### config.mk
export PLATFORM = sky130hd
export DESIGN_NAME = dic_time_datapath
export DESIGN_NICKNAME = d
export VERILOG_FILES = /design/src/rtl/dic_pkg.sv /design/src/rtl/dic_bcd_digit.sv /design/src/rtl/dic_time_datapath.sv
export SDC_FILE = /design/constraint.sdc
export NUM_CORES = 1
export LEC_CHECK = 0
export BUFFER_PORTS_ARGS = -buffer_cell sky130_fd_sc_hd__buf_2
export CAP_MARGIN = 20
export CORE_ASPECT_RATIO = 0.5
export CORE_UTILIZATION = 55
export DETAILED_ROUTE_END_ITERATION = 7
export GPL_ROUTABILITY_DRIVEN = 0
export HOLD_SLACK_MARGIN = 0.15
export PLACE_DENSITY = 0.78
export SLEW_MARGIN = 25
export SYNTH_ARGS = -nofsm -noshare
export SYNTH_HDL_FRONTEND = slang
export SYNTH_SLANG_ARGS = --single-unit
export TNS_END_PERCENT = 1
### constraint.sdc
create_clock -name clk -period 4.2 [get_ports clk]
set_input_delay 0.21 -clock clk [delete_from_list [all_inputs] [get_ports clk]]
set_output_delay 0.21 -clock clk [all_outputs]
set_load 0.01 [all_outputs]
### src/rtl/dic_pkg.sv
// Shared types and constants for the MM:SS time datapath.
// Digits are BCD nibbles; tens digits top out at 5, ones digits at 9.
package dic_pkg;

    localparam logic [3:0] TENS_MAX            = 4'd5;
    localparam logic [3:0] ONES_MAX            = 4'd9;
    localparam logic [3:0] DIGIT_BLANK_DEFAULT = 4'hF;

    typedef struct packed {
        logic [3:0] mt;
        logic [3:0] mo;
        logic [3:0] st;
        logic [3:0] so;
    } time_t;

    typedef enum logic {
        RING_IDLE = 1'b0,
        RING_ON   = 1'b1
    } ring_state_t;

    // Clamp a keyed digit to the legal range of its position.
    function automatic logic [3:0] sat_digit(input logic [3:0] v, input logic [3:0] max_v);
        return (v > max_v) ? max_v : v;
    endfunction

endpackage

### src/rtl/dic_bcd_digit.sv
// One BCD counter digit: saturating load, increment on enable, wraps MAX->0.
// o_next exposes the value the digit takes at the next edge.
module dic_bcd_digit
    import dic_pkg::*;
#(
    parameter logic [3:0] MAX = ONES_MAX
) (
    input  logic       clk,
    input  logic       rst,
    input  logic       i_en,
    input  logic       i_ld,
    input  logic [3:0] i_ld_val,
    output logic [3:0] o_q,
    output logic [3:0] o_next,
    output logic       o_carry
);

    logic [3:0] r_q;
    logic [3:0] w_next;

    always_comb begin
        w_next = r_q;
        if (i_ld) begin
            w_next = sat_digit(i_ld_val, MAX);
        end else if (i_en) begin
            w_next = (r_q >= MAX) ? 4'd0 : r_q + 4'd1;
        end
    end

    always_ff @(posedge clk or negedge rst) begin
        if (!rst) begin
            r_q <= 4'd0;
        end else begin
            r_q <= w_next;
        end
    end

    assign o_q     = r_q;
    assign o_next  = w_next;
    assign o_carry = i_en && (r_q >= MAX);

endmodule

### src/rtl/dic_time_datapath.sv
// MM:SS time/alarm datapath: 1 Hz counting, keyed digit loads, alarm match
// detection with a ring latch, and blanked display digit outputs.
module dic_time_datapath
    import dic_pkg::*;
#(
    parameter logic [3:0]  DIGIT_BLANK = DIGIT_BLANK_DEFAULT,
    parameter int unsigned RING_TICKS  = 0
) (
    input  logic       clk,
    input  logic       rst,
    input  logic       tick_1hz,
    input  logic       dicRun,
    input  logic       ld_time,
    input  logic       ld_alarm,
    input  logic       dicLdMtens,
    input  logic       dicLdMones,
    input  logic       dicLdStens,
    input  logic       dicLdSones,
    input  logic [3:0] key_digit,
    input  logic       alarm_ena,
    input  logic       dicDspMtens,
    input  logic       dicDspMones,
    input  logic       dicDspStens,
    input  logic       dicDspSones,
    output logic [3:0] disp_mtens,
    output logic [3:0] disp_mones,
    output logic [3:0] disp_stens,
    output logic [3:0] disp_sones,
    output logic       alarm_hit,
    output logic       alarm_ring
);

    localparam logic [15:0] RING_LAST = (RING_TICKS > 0) ? 16'(RING_TICKS - 1) : 16'd0;

    logic        w_any_strobe;
    logic        w_time_ld;
    logic        w_alarm_ld;
    logic        w_adv;
    logic [3:0]  w_mt_q, w_mo_q, w_st_q, w_so_q;
    logic [3:0]  w_mt_n, w_mo_n, w_st_n, w_so_n;
    logic        w_so_carry, w_st_carry, w_mo_carry, w_mt_carry_unused;
    time_t       w_time;
    time_t       w_time_next;
    time_t       r_alarm;
    logic        r_hit;
    ring_state_t r_ring_state;
    logic [15:0] r_ring_cnt;

    assign w_any_strobe = dicLdMtens | dicLdMones | dicLdStens | dicLdSones;
    assign w_time_ld    = ld_time & w_any_strobe;
    assign w_alarm_ld   = ld_alarm & ~ld_time;
    // A time load swallows a coincident tick outright; it is never replayed.
    assign w_adv        = tick_1hz & dicRun & ~w_time_ld;

    dic_bcd_digit #(.MAX(ONES_MAX)) u_sones (
        .clk(clk), .rst(rst), .i_en(w_adv), .i_ld(ld_time & dicLdSones),
        .i_ld_val(key_digit), .o_q(w_so_q), .o_next(w_so_n), .o_carry(w_so_carry)
    );
    dic_bcd_digit #(.MAX(TENS_MAX)) u_stens (
        .clk(clk), .rst(rst), .i_en(w_so_carry), .i_ld(ld_time & dicLdStens),
        .i_ld_val(key_digit), .o_q(w_st_q), .o_next(w_st_n), .o_carry(w_st_carry)
    );
    dic_bcd_digit #(.MAX(ONES_MAX)) u_mones (
        .clk(clk), .rst(rst), .i_en(w_st_carry), .i_ld(ld_time & dicLdMones),
        .i_ld_val(key_digit), .o_q(w_mo_q), .o_next(w_mo_n), .o_carry(w_mo_carry)
    );
    dic_bcd_digit #(.MAX(TENS_MAX)) u_mtens (
        .clk(clk), .rst(rst), .i_en(w_mo_carry), .i_ld(ld_time & dicLdMtens),
        .i_ld_val(key_digit), .o_q(w_mt_q), .o_next(w_mt_n), .o_carry(w_mt_carry_unused)
    );

    assign w_time      = '{mt: w_mt_q, mo: w_mo_q, st: w_st_q, so: w_so_q};
    assign w_time_next = '{mt: w_mt_n, mo: w_mo_n, st: w_st_n, so: w_so_n};

    always_ff @(posedge clk or negedge rst) begin
        if (!rst) begin
            r_alarm <= '0;
        end else if (w_alarm_ld) begin
            if (dicLdMtens) r_alarm.mt <= sat_digit(key_digit, TENS_MAX);
            if (dicLdMones) r_alarm.mo <= sat_digit(key_digit, ONES_MAX);
            if (dicLdStens) r_alarm.st <= sat_digit(key_digit, TENS_MAX);
            if (dicLdSones) r_alarm.so <= sat_digit(key_digit, ONES_MAX);
        end
    end

    // Only a counting step can produce a match, so the hit lands with the new time.
    always_ff @(posedge clk or negedge rst) begin
        if (!rst) begin
            r_hit <= 1'b0;
        end else begin
            r_hit <= w_adv & alarm_ena & (w_time_next == r_alarm);
        end
    end

    always_ff @(posedge clk or negedge rst) begin
        if (!rst) begin
            r_ring_state <= RING_IDLE;
            r_ring_cnt   <= 16'd0;
        end else if (!alarm_ena) begin
            r_ring_state <= RING_IDLE;
            r_ring_cnt   <= 16'd0;
        end else if ((r_ring_state == RING_ON) && (RING_TICKS > 0) && tick_1hz
                     && (r_ring_cnt == RING_LAST)) begin
            r_ring_state <= RING_IDLE;
            r_ring_cnt   <= 16'd0;
        end else if (r_hit) begin
            r_ring_state <= RING_ON;
            r_ring_cnt   <= 16'd0;
        end else if ((r_ring_state == RING_ON) && (RING_TICKS > 0) && tick_1hz) begin
            r_ring_cnt   <= r_ring_cnt + 16'd1;
        end
    end

    assign alarm_hit  = r_hit;
    assign alarm_ring = (r_ring_state == RING_ON);

    assign disp_mtens = dicDspMtens ? w_time.mt : DIGIT_BLANK;
    assign disp_mones = dicDspMones ? w_time.mo : DIGIT_BLANK;
    assign disp_stens = dicDspStens ? w_time.st : DIGIT_BLANK;
    assign disp_sones = dicDspSones ? w_time.so : DIGIT_BLANK;

endmodule

==> results_dict.tcl <==
set metrics [dict create \
    status "complete, no violations" \
    wirelength_mm 5.84 \
    slowest_delay_ps 540 \
    synth_warnings 0 \
    nFillCells 324 \
    placed_area_sq_um 2510 \
    post-dp-hpwl_mm 4.42 \
    path_buf_inv 1 \
    cellPowerDensity_nw_per_um2 388 \
    finalCritPeriodShare_pct 72.9 \
    worstSetupStartpointType "register" \
    cts_hold_buf 1 \
    antenna_found_initial 0 \
    syn_area_per_cell_sq_um 8.80 \
    dp_slack_ps 1180 \
    synthFlopType "dfrtp_1" \
    rows 16 \
    slew_headroom_pct 49.7 \
    die_x_um 93.2 \
    synth-async-reset-ratio_pct 100 \
    synth_area_sq_um 2290 \
    synth_top_area_share_pct 37.2 \
    cts_made_buffers 5 \
    firstDrtPassIters 5 \
    grt_use_met3_pct 6.19 \
    postCtsSetupBuffers 0 \
    finClkSkew_ps 10.4 \
    worstPathRequired_ps 4400 \
    drive_gt1_share_pct 17.8 \
    area_delta_synth_final_pct 15.1 \
    critPathTopFamily "simple AND/OR/NAND/NOR gates" \
    p_leak_nw 1.20 \
    seq_area_frac_synth_pct 37.2 \
    fin_area_sq_um 2630 \
    viasPerCell 6.07 \
    synth_area_leaders "dfrtp_1 (37%), nand2_1 (7.4%), ha_1 (6.6%), o21ai_0 (3.9%), nand2b_1 (3.3%)" \
    root_buffer "clkbuf_8" \
    coreArea_sq_um 3940 \
    slew_viol_final 0 \
    fin_ws_ps 1140 \
    clk_pin_slew_ps 70 \
    synth_nets 291 \
    hp-class "input port to register" \
    grt_pass1_vias 1776 \
    layout.nets 329 \
    cts_tree "done" \
    synth-seq-cells 34 \
    dieArea_sq_um 4440 \
    synth_edf_count 0 \
    clockBufferDepth 2 \
    insertion_delay_ps 290 \
    crit_path_top_delay_cell "or4_1" \
    antennaDiodeCount 0 \
    grt_max_degree 35 \
    netlist_instances 260 \
    avgRoutedWirePerCell_um 16.6 \
    grt_setup_unrepaired "false" \
    min_to "alarm_ring$_DFFE_PN0P_" \
    drc 0 \
    synthMostInstantiatedCell "nand2_1" \
    ios 37 \
    cp_cell_sequence "inv_1 > ha_1 > nand2b_1 > a21oi_1 > or3_4 > mux2i_1 > xor2_1 > a211o_1 > or4_1 > nor4_2" \
    r2r_slack_ps 1140 \
    gr-total-overflow 0 \
    timing.fmax_mhz 327 \
    r2r_end "alarm_hit$_DFF_PN0_" \
    drv_cap 0 \
    fin_crit_ps 3060 \
    ant_nets 0 \
    setup_viol 0 \
    initial_utilization_pct 58.0 \
    dr.first_iter.drc_count 157 \
    min_path_cells 2 \
    grtUsageMet1_pct 40.8 \
    ir_worst_vdd_mv 0.180 \
    num_vias 2135 \
    tns_ps 0 \
    cts.repair.resized 0 \
    cp_max_fo 4 \
    arrival_ps 3260 \
    grt_usage_pct 27.9 \
    top_usage_layer "met2" \
    cts_sinks 34 \
    ys_types 55 \
    worst_slew_pin_slew_ps 754 \
    h-tree-depth 2 \
    r2r-start "u_stens.o_q[1]$_DFF_PN0_" \
    io_buffers 36 \
    grt_pass1_wl_mm 8.97 \
    criticalPathCategory "register to register" \
    synth_common_cells "nand2_1 (45), dfrtp_1 (34), o21ai_0 (18)" \
    critical_path.endpoint_type "register" \
    ff2ff_path_depth 10 \
    hp-start "alarm_ena" \
    hold_viol 0 \
    use_met2_pct 42.4 \
    yosys.area.top_type "dfrtp_1" \
    die_y_um 47.6 \
]
state kept, by name, summed over array words and instances, names as in the netlist:
name,flops
u_mtens.o_q,4
u_sones.o_q,4
r_alarm,16
u_stens.o_q,4
alarm_hit,1
alarm_ring,1
u_mones.o_q,4
layout by cell type, fill, tap and decap left out, types with 2 or more instances in the layout:
| master | Yosys | final |
|---|---|---|
| nor2_1 | 13 | 13 |
| o21a_1 | 2 | 2 |
| and2_1 | 6 | 6 |
| mux2_2 | 2 | 2 |
| mux2i_1 | 6 | 6 |
| buf_2 | 2 | 36 |
| inv_1 | 11 | 11 |
| nand2_1 | 45 | 45 |
| o31a_1 | 2 | 2 |
| xnor2_1 | 4 | 4 |
| nor4b_1 | 2 | 2 |
| and3_1 | 5 | 5 |
| nand3_1 | 8 | 8 |
| dfrtp_1 | 34 | 34 |
| xor2_1 | 6 | 6 |
| a211o_1 | 2 | 2 |
| nor2b_1 | 5 | 5 |
| o2111ai_1 | 3 | 3 |
| a41oi_1 | 3 | 3 |
| clkbuf_8 | 0 | 6 |
| ha_1 | 12 | 12 |
| nor3_1 | 4 | 4 |
| nand2b_1 | 12 | 12 |
| o31ai_1 | 2 | 2 |
| a21oi_1 | 12 | 12 |
| a31oi_1 | 6 | 6 |
| a211oi_1 | 3 | 3 |
| o21ai_0 | 18 | 18 |
metal layers:
metal	up-vias	routed length, um
met2	122	2390
met3	9	547
met5	-	0
met1	999	2830
met4	0	68
li1	1005	-
cell families (layout without fill, tap and decap cells):
| group | count (synthesis) | after routing | synth area share, % |
|---|---|---|---|
| fa+ha+maj | 12 | 12 | 6.56 |
| buf+inv | 17 | 55 | 2.90 |
| mux | 8 | 8 | 3.61 |
| simple gates | 112 | 112 | 25.4 |
| flops | 34 | 34 | 37.2 |
| compound gates | 67 | 67 | 20.5 |
| xor+xnor | 10 | 10 | 3.83 |
worst max path at each step:
| stage | start | end | slack, ps | cells past startpoint |
|---|---|---|---|---|
| after detailed placement | u_stens.o_q[1]$_DFF_PN0_ | alarm_hit$_DFF_PN0_ | 1180 | 10 |
| after floorplan | u_sones.o_q[0]$_DFF_PN0_ | alarm_hit$_DFF_PN0_ | 1550 | 10 |
| after global routing | u_stens.o_q[1]$_DFF_PN0_ | alarm_hit$_DFF_PN0_ | 1010 | 10 |
| final | u_stens.o_q[1]$_DFF_PN0_ | alarm_hit$_DFF_PN0_ | 1140 | 10 |
| after global placement | u_stens.o_q[0]$_DFF_PN0_ | alarm_hit$_DFF_PN0_ | 1320 | 9 |
| after CTS | u_stens.o_q[1]$_DFF_PN0_ | alarm_hit$_DFF_PN0_ | 1170 | 10 |
layout make-up:
type,instances,area (sq um),area share [%]
Clock buffer,6,82.6,3.14
Clock inverter,1,30.0,1.14
Inverter,11,41.3,1.57
Multi-Input combinational cell,209,1370,52.0
Sequential cell,34,851,32.3
Tap cell,54,67.6,2.57
Timing Repair Buffer,37,190,7.22
report_power, final:
group | internal (mW) | switching, mW | total [mW]
Clock | 0.190 | 0.118 | 0.307
Sequential | 0.370 | 0.0525 | 0.422
Combinational | 0.117 | 0.175 | 0.292
Total | 0.676 | 0.345 | 1.02
metrics by stage:
step	instances	power, mW	util, %	hold slack, ps
final	352	1.02	66.8	167
after global routing	352	1.08	66.8	166
after CTS	352	1.02	66.8	170
after detailed placement	344	0.709	63.6	327
after global placement	344	0.701	63.6	318
after floorplan	260	0.613	-	-85.6
No activity file was read; power rests on OpenSTA's default activity.
